--- src/rtl/neuron_mac_seq.sv ---
// Time-multiplexed neuron: y = act(bias + sum a_i*w_i) using one shared multiplier.
// Define NEURON_MAC_SAT_EN to clamp the accumulator to WIDTH bits before activation.
module neuron_mac_seq #(
    parameter int WIDTH    = 32,
    parameter int FRAC     = 16,
    parameter int N_IN     = 3,
    parameter int ACT_MODE = 0
) (
    input  logic                    clk,
    input  logic                    rst,
    input  logic                    in_valid,
    output logic                    in_ready,
    input  logic [N_IN*WIDTH-1:0]   a_flat,
    input  logic [N_IN*WIDTH-1:0]   w_flat,
    input  logic [WIDTH-1:0]        bias,
    output logic                    out_valid,
    input  logic                    out_ready,
    output logic [WIDTH-1:0]        y,
    output logic                    busy
);

    localparam int AW = 2 * WIDTH;
    localparam int CW = (N_IN > 1) ? $clog2(N_IN) : 1;

    localparam logic [WIDTH-1:0] ONE  = WIDTH'(64'd1 << FRAC);
    localparam logic [WIDTH-1:0] HALF = WIDTH'(64'd1 << (FRAC - 1));
    localparam logic [WIDTH-1:0] T2   = WIDTH'((64'd19 << FRAC) >> 3);
    localparam logic [WIDTH-1:0] T5   = WIDTH'(64'd5 << FRAC);
    localparam logic [WIDTH-1:0] C2   = WIDTH'((64'd27 << FRAC) >> 5);
    localparam logic [WIDTH-1:0] C1   = WIDTH'((64'd5 << FRAC) >> 3);

    typedef enum logic [1:0] {IDLE, MAC, ACT, OUT} state_t;

    state_t                   state;
    logic [CW-1:0]            cnt;
    logic signed [AW-1:0]     acc;
    logic signed [WIDTH-1:0]  a_r [N_IN];
    logic signed [WIDTH-1:0]  w_r [N_IN];
    logic signed [AW-1:0]     prod;
    logic signed [AW-1:0]     term;
    logic signed [WIDTH-1:0]  red;
    logic [WIDTH-1:0]         ax;
    logic [WIDTH-1:0]         f;
    logic [WIDTH-1:0]         sig;
    logic [WIDTH-1:0]         act;

    assign prod = a_r[cnt] * w_r[cnt];
    assign term = prod >>> FRAC;

`ifdef NEURON_MAC_SAT_EN
    localparam logic signed [AW-1:0] MAXV =
        {{(WIDTH+1){1'b0}}, {(WIDTH-1){1'b1}}};
    localparam logic signed [AW-1:0] MINV =
        {{(WIDTH+1){1'b1}}, {(WIDTH-1){1'b0}}};

    always_comb begin
        red = acc[WIDTH-1:0];
        if (acc > MAXV)
            red = {1'b0, {(WIDTH-1){1'b1}}};
        else if (acc < MINV)
            red = {1'b1, {(WIDTH-1){1'b0}}};
    end
`else
    assign red = acc[WIDTH-1:0];
`endif

    // Piecewise-linear sigmoid on |x|, mirrored for x < 0; exact 0.5 at x = 0.
    always_comb begin
        ax = red[WIDTH-1] ? -red : red;
        f  = HALF;
        unique case (1'b1)
            (ax >= T5):  f = ONE;
            (ax >= T2 && ax < T5):  f = (ax >> 5) + C2;
            (ax >= ONE && ax < T2): f = (ax >> 3) + C1;
            (ax < ONE):  f = (ax >> 2) + HALF;
        endcase
        sig = red[WIDTH-1] ? ONE - f : f;
        act = (ACT_MODE == 1) ? red : sig;
    end

    assign in_ready = (state == IDLE);
    assign busy     = (state != IDLE);

    always_ff @(posedge clk or posedge rst) begin
        if (rst) begin
            state     <= IDLE;
            cnt       <= '0;
            acc       <= '0;
            y         <= '0;
            out_valid <= 1'b0;
            for (int i = 0; i < N_IN; i++) begin
                a_r[i] <= '0;
                w_r[i] <= '0;
            end
        end else begin
            unique case (state)
                IDLE: begin
                    if (in_valid) begin
                        for (int i = 0; i < N_IN; i++) begin
                            a_r[i] <= a_flat[i*WIDTH +: WIDTH];
                            w_r[i] <= w_flat[i*WIDTH +: WIDTH];
                        end
                        acc   <= {{WIDTH{bias[WIDTH-1]}}, bias};
                        cnt   <= '0;
                        state <= MAC;
                    end
                end
                MAC: begin
                    acc <= acc + term;
                    if (cnt == CW'(N_IN - 1))
                        state <= ACT;
                    else
                        cnt <= cnt + 1'b1;
                end
                ACT: begin
                    y         <= act;
                    out_valid <= 1'b1;
                    state     <= OUT;
                end
                OUT: begin
                    if (out_ready) begin
                        out_valid <= 1'b0;
                        state     <= IDLE;
                    end
                end
                default: state <= IDLE;
            endcase
        end
    end

endmodule
--- config.mk ---
export PLATFORM = sky130hd
export DESIGN_NAME = neuron_mac_seq
export DESIGN_NICKNAME = d
export VERILOG_FILES = /design/src/rtl/neuron_mac_seq.sv
export SDC_FILE = /design/constraint.sdc
export NUM_CORES = 2
export LEC_CHECK = 0
export BUFFER_PORTS_ARGS = -buffer_cell sky130_fd_sc_hd__buf_2
export CAP_MARGIN = 20
export CORE_UTILIZATION = 45
export CTS_CLUSTER_DIAMETER = 60
export CTS_CLUSTER_SIZE = 20
export DETAILED_ROUTE_END_ITERATION = 10
export HOLD_SLACK_MARGIN = 0.15
export PLACE_DENSITY = 0.65
export SYNTH_ARGS = -nofsm -noshare
export SYNTH_HDL_FRONTEND = slang
export SYNTH_SLANG_ARGS = --single-unit
--- constraint.sdc ---
create_clock -name clk -period 17.59 [get_ports clk]
set_clock_uncertainty 0.15 [all_clocks]
set_input_delay 5.277 -clock clk [delete_from_list [all_inputs] [get_ports clk]]
set_output_delay 5.277 -clock clk [all_outputs]
set_load 0.02 [all_outputs]
==> reports/qor.yml <==
status: "finished, final reports clean"
area_growth_pct: 8.561
cp_data_required_time_ns: 17.90
grt_max_degree: 160
syn_area_sq_um: 42620
hold-worst-slack_ns: 0.3515
fin_crit_ns: 13.22
root_buffer: "clkbuf_16"
cpPeakStageDelay_ns: 0.70
gp_congestion: 0.9539
synth_edf_count: 0
rows: 112
via_count: 32690
tightest_slew_ns: 1.118
r2r-end: "acc[30]"
dp.cells: 5977
dp.final_hpwl_um: 103400
synth_area_per_cell_sq_um: 9.287
finalHoldViolCount: 0
r2r-start: "cnt[1]"
seq_area_sq_um: 6540
grt_usage_pct: 27.99
drt-total-wl_um: 130900
slew_headroom_pct: 25.32
crit_arrival_ns: 13.54
holdPathEnd: "y[12]"
synth_ff_type: "dfrtp_1"
fill_cells: 8912
post-route-period-util_pct: 75.17
die_w_um: 309.7
postSynthCellCount: 4589
nets: 6025
slew_viol_final: 0
first_global_vias: 34050
rsz0062_at_grt: "no"
hp-start: "y[12]"
core_area_sq_um: 93610
ctsHoldBuffers: 0
cts_buffer_depth: 3
dr.pass1.iters: 8
reg2reg_depth: 45
multi_input_area_sq_um: 31930
critical_path.most_common_cell: "fa_1"
dieHeight_um: 309.7
start_kind: "register"
wire_per_inst_um: 21.77
grt-ovfl-total: 0
timing.fmax_mhz: 75.63
grt_pass1_wl_um: 202200
drc: 0
setup_viol: 0
whs_path_depth: 1
ys_types: 78
regToRegSetupSlack_ns: 4.37
cts_setup_buffers: 0
layout_commonest_cell: "inv_1"
clk_latency_ns: 0.56
antenna_found_initial: 7
drt.antenna.violating_nets: 0
ys_seq_elements: 261
cp-startpoint: "cnt[1]"
vias_per_cell: 5.438
ys_warn_count: 0
numClockSinks: 261
dieArea_sq_um: 95940
end_kind: "register"
drive_gt1_share_pct: 13.80
synth.net_count: 5868
cts-buffers-inserted: 20
worstSetupPathType: "reg2reg"
max_cap_viol_count: 0
synthArstFlopShare_pct: 100.0
initialDrtViolationCount: 2904
htree_levels: 1
timing.setup.tns_ns: 0
port-buffer-count: 262
ctsResizeCount: 0
io_pins: 263
yosysSeqAreaShare_pct: 15.33
holdCritPathClass: "reg2reg"
cts_tree: "yes"
final_cell_mix: "inv_1 (899), fa_1 (839), nor2_1 (607), nand2_1 (501), buf_2 (262)"
slowest_stage: "buf_4"
finalNonFillerCells: 6011
crit_fanout: 63
worst_setup_hold_path_clk_slew_ns: 0.09
initial_core_util_pct: 45.53
metal layers:
metal  wire [um]  global-route usage [%]  vias up
met2       57940                   42.89     1639
met3       14560                   6.899      310
met5          75                       0        -
li1            -                       -    14290
met1       51410                   37.66    16430
met4        6876                   12.37       12
sequential cells by signal (all words and copies together), names as in the netlist:
| signal | flops |
|---|---|
| a_r | 96 |
| acc | 32 |
| cnt | 2 |
| out_valid | 1 |
| state | 2 |
| w_r | 96 |
| y | 32 |
final cells by class:
cell class,count,share of cell area (%)
Timing Repair Buffer,369,4.641
Clock buffer,23,1.128
Clock inverter,8,0.3381
Sequential cell,261,14.14
Inverter,902,7.334
Tap cell,1254,3.391
Antenna cell,2,0.01082
Multi-Input combinational cell,3192,69.02
per-stage QoR:
stage / setup WS (ns) / utilization [%] / cell area [sq um]
3_5_place_dp: 4.542 / 48.68 / 45570
5_1_grt: 3.372 / 49.42 / 46260
2_1_floorplan: 4.980 / - / 42620
3_3_place_gp: 4.513 / 48.65 / 45540
6_report: 4.368 / 49.42 / 46260
4_1_cts: 4.473 / 49.41 / 46250
logic make-up (layout without fill, tap and decap cells):
kind of cell	after synthesis	after routing	synth area share [%]
compound gates	427	427	6.345
xor+xnor	134	134	2.786
fa+ha+maj	1051	1051	45.64
buf+inv	1136	1302	10.03
flops	261	261	15.33
mux	294	294	7.525
other cells	0	2	0
simple gates	1286	1286	12.35
how the worst max path moves through the flow:
stage / end / slack (ns) / cells past startpoint
floorplan: a_r[0] / 4.98 / 1
global placement: acc[30] / 4.51 / 44
detailed placement: acc[30] / 4.54 / 45
CTS: acc[30] / 4.47 / 45
global route: acc[30] / 3.37 / 45
finish: acc[30] / 4.37 / 45
synthesized netlist by cell type (8+ instances only):
master	instances	area, sq um
dfrtp_1	261	6531
buf_1	23	86.33
mux2_2	211	2376
a31oi_1	11	68.82
fa_1	839	16800
o21a_1	36	270.3
xor2_1	25	219.0
a21oi_1	120	600.6
o21ai_1	20	100.1
nand4_1	12	75.07
inv_1	900	3378
nand2_1	502	1884
nor2b_1	20	125.1
ha_1	212	2653
nand3_1	23	115.1
o31ai_1	9	67.56
and2_1	10	62.56
a222oi_1	11	110.1
nor3_1	35	175.2
clkbuf_1	204	765.7
nor2_1	607	2278
xnor2_1	108	945.9
o21ai_0	106	530.5
or4_1	8	60.06
a21o_1	42	315.3
nand2b_1	13	81.33
nor4_1	15	93.84
mux2i_1	83	830.8
critical path: cells and delay by family, from the launching register on:
kind                     cells  cell delay [ns]
buffers and inverters        7             1.24
adder cells (fa/ha/maj)     10             4.30
AND/OR/NAND/NOR             12             2.41
flip-flops                   1             0.69
AO/OA/AOI/OAI               15             4.08
XOR/XNOR                     1             0.18
Power is left out: the tool's default activity adds up to more than one toggle a clock period on the data nets, which glitch-free logic cannot reach.
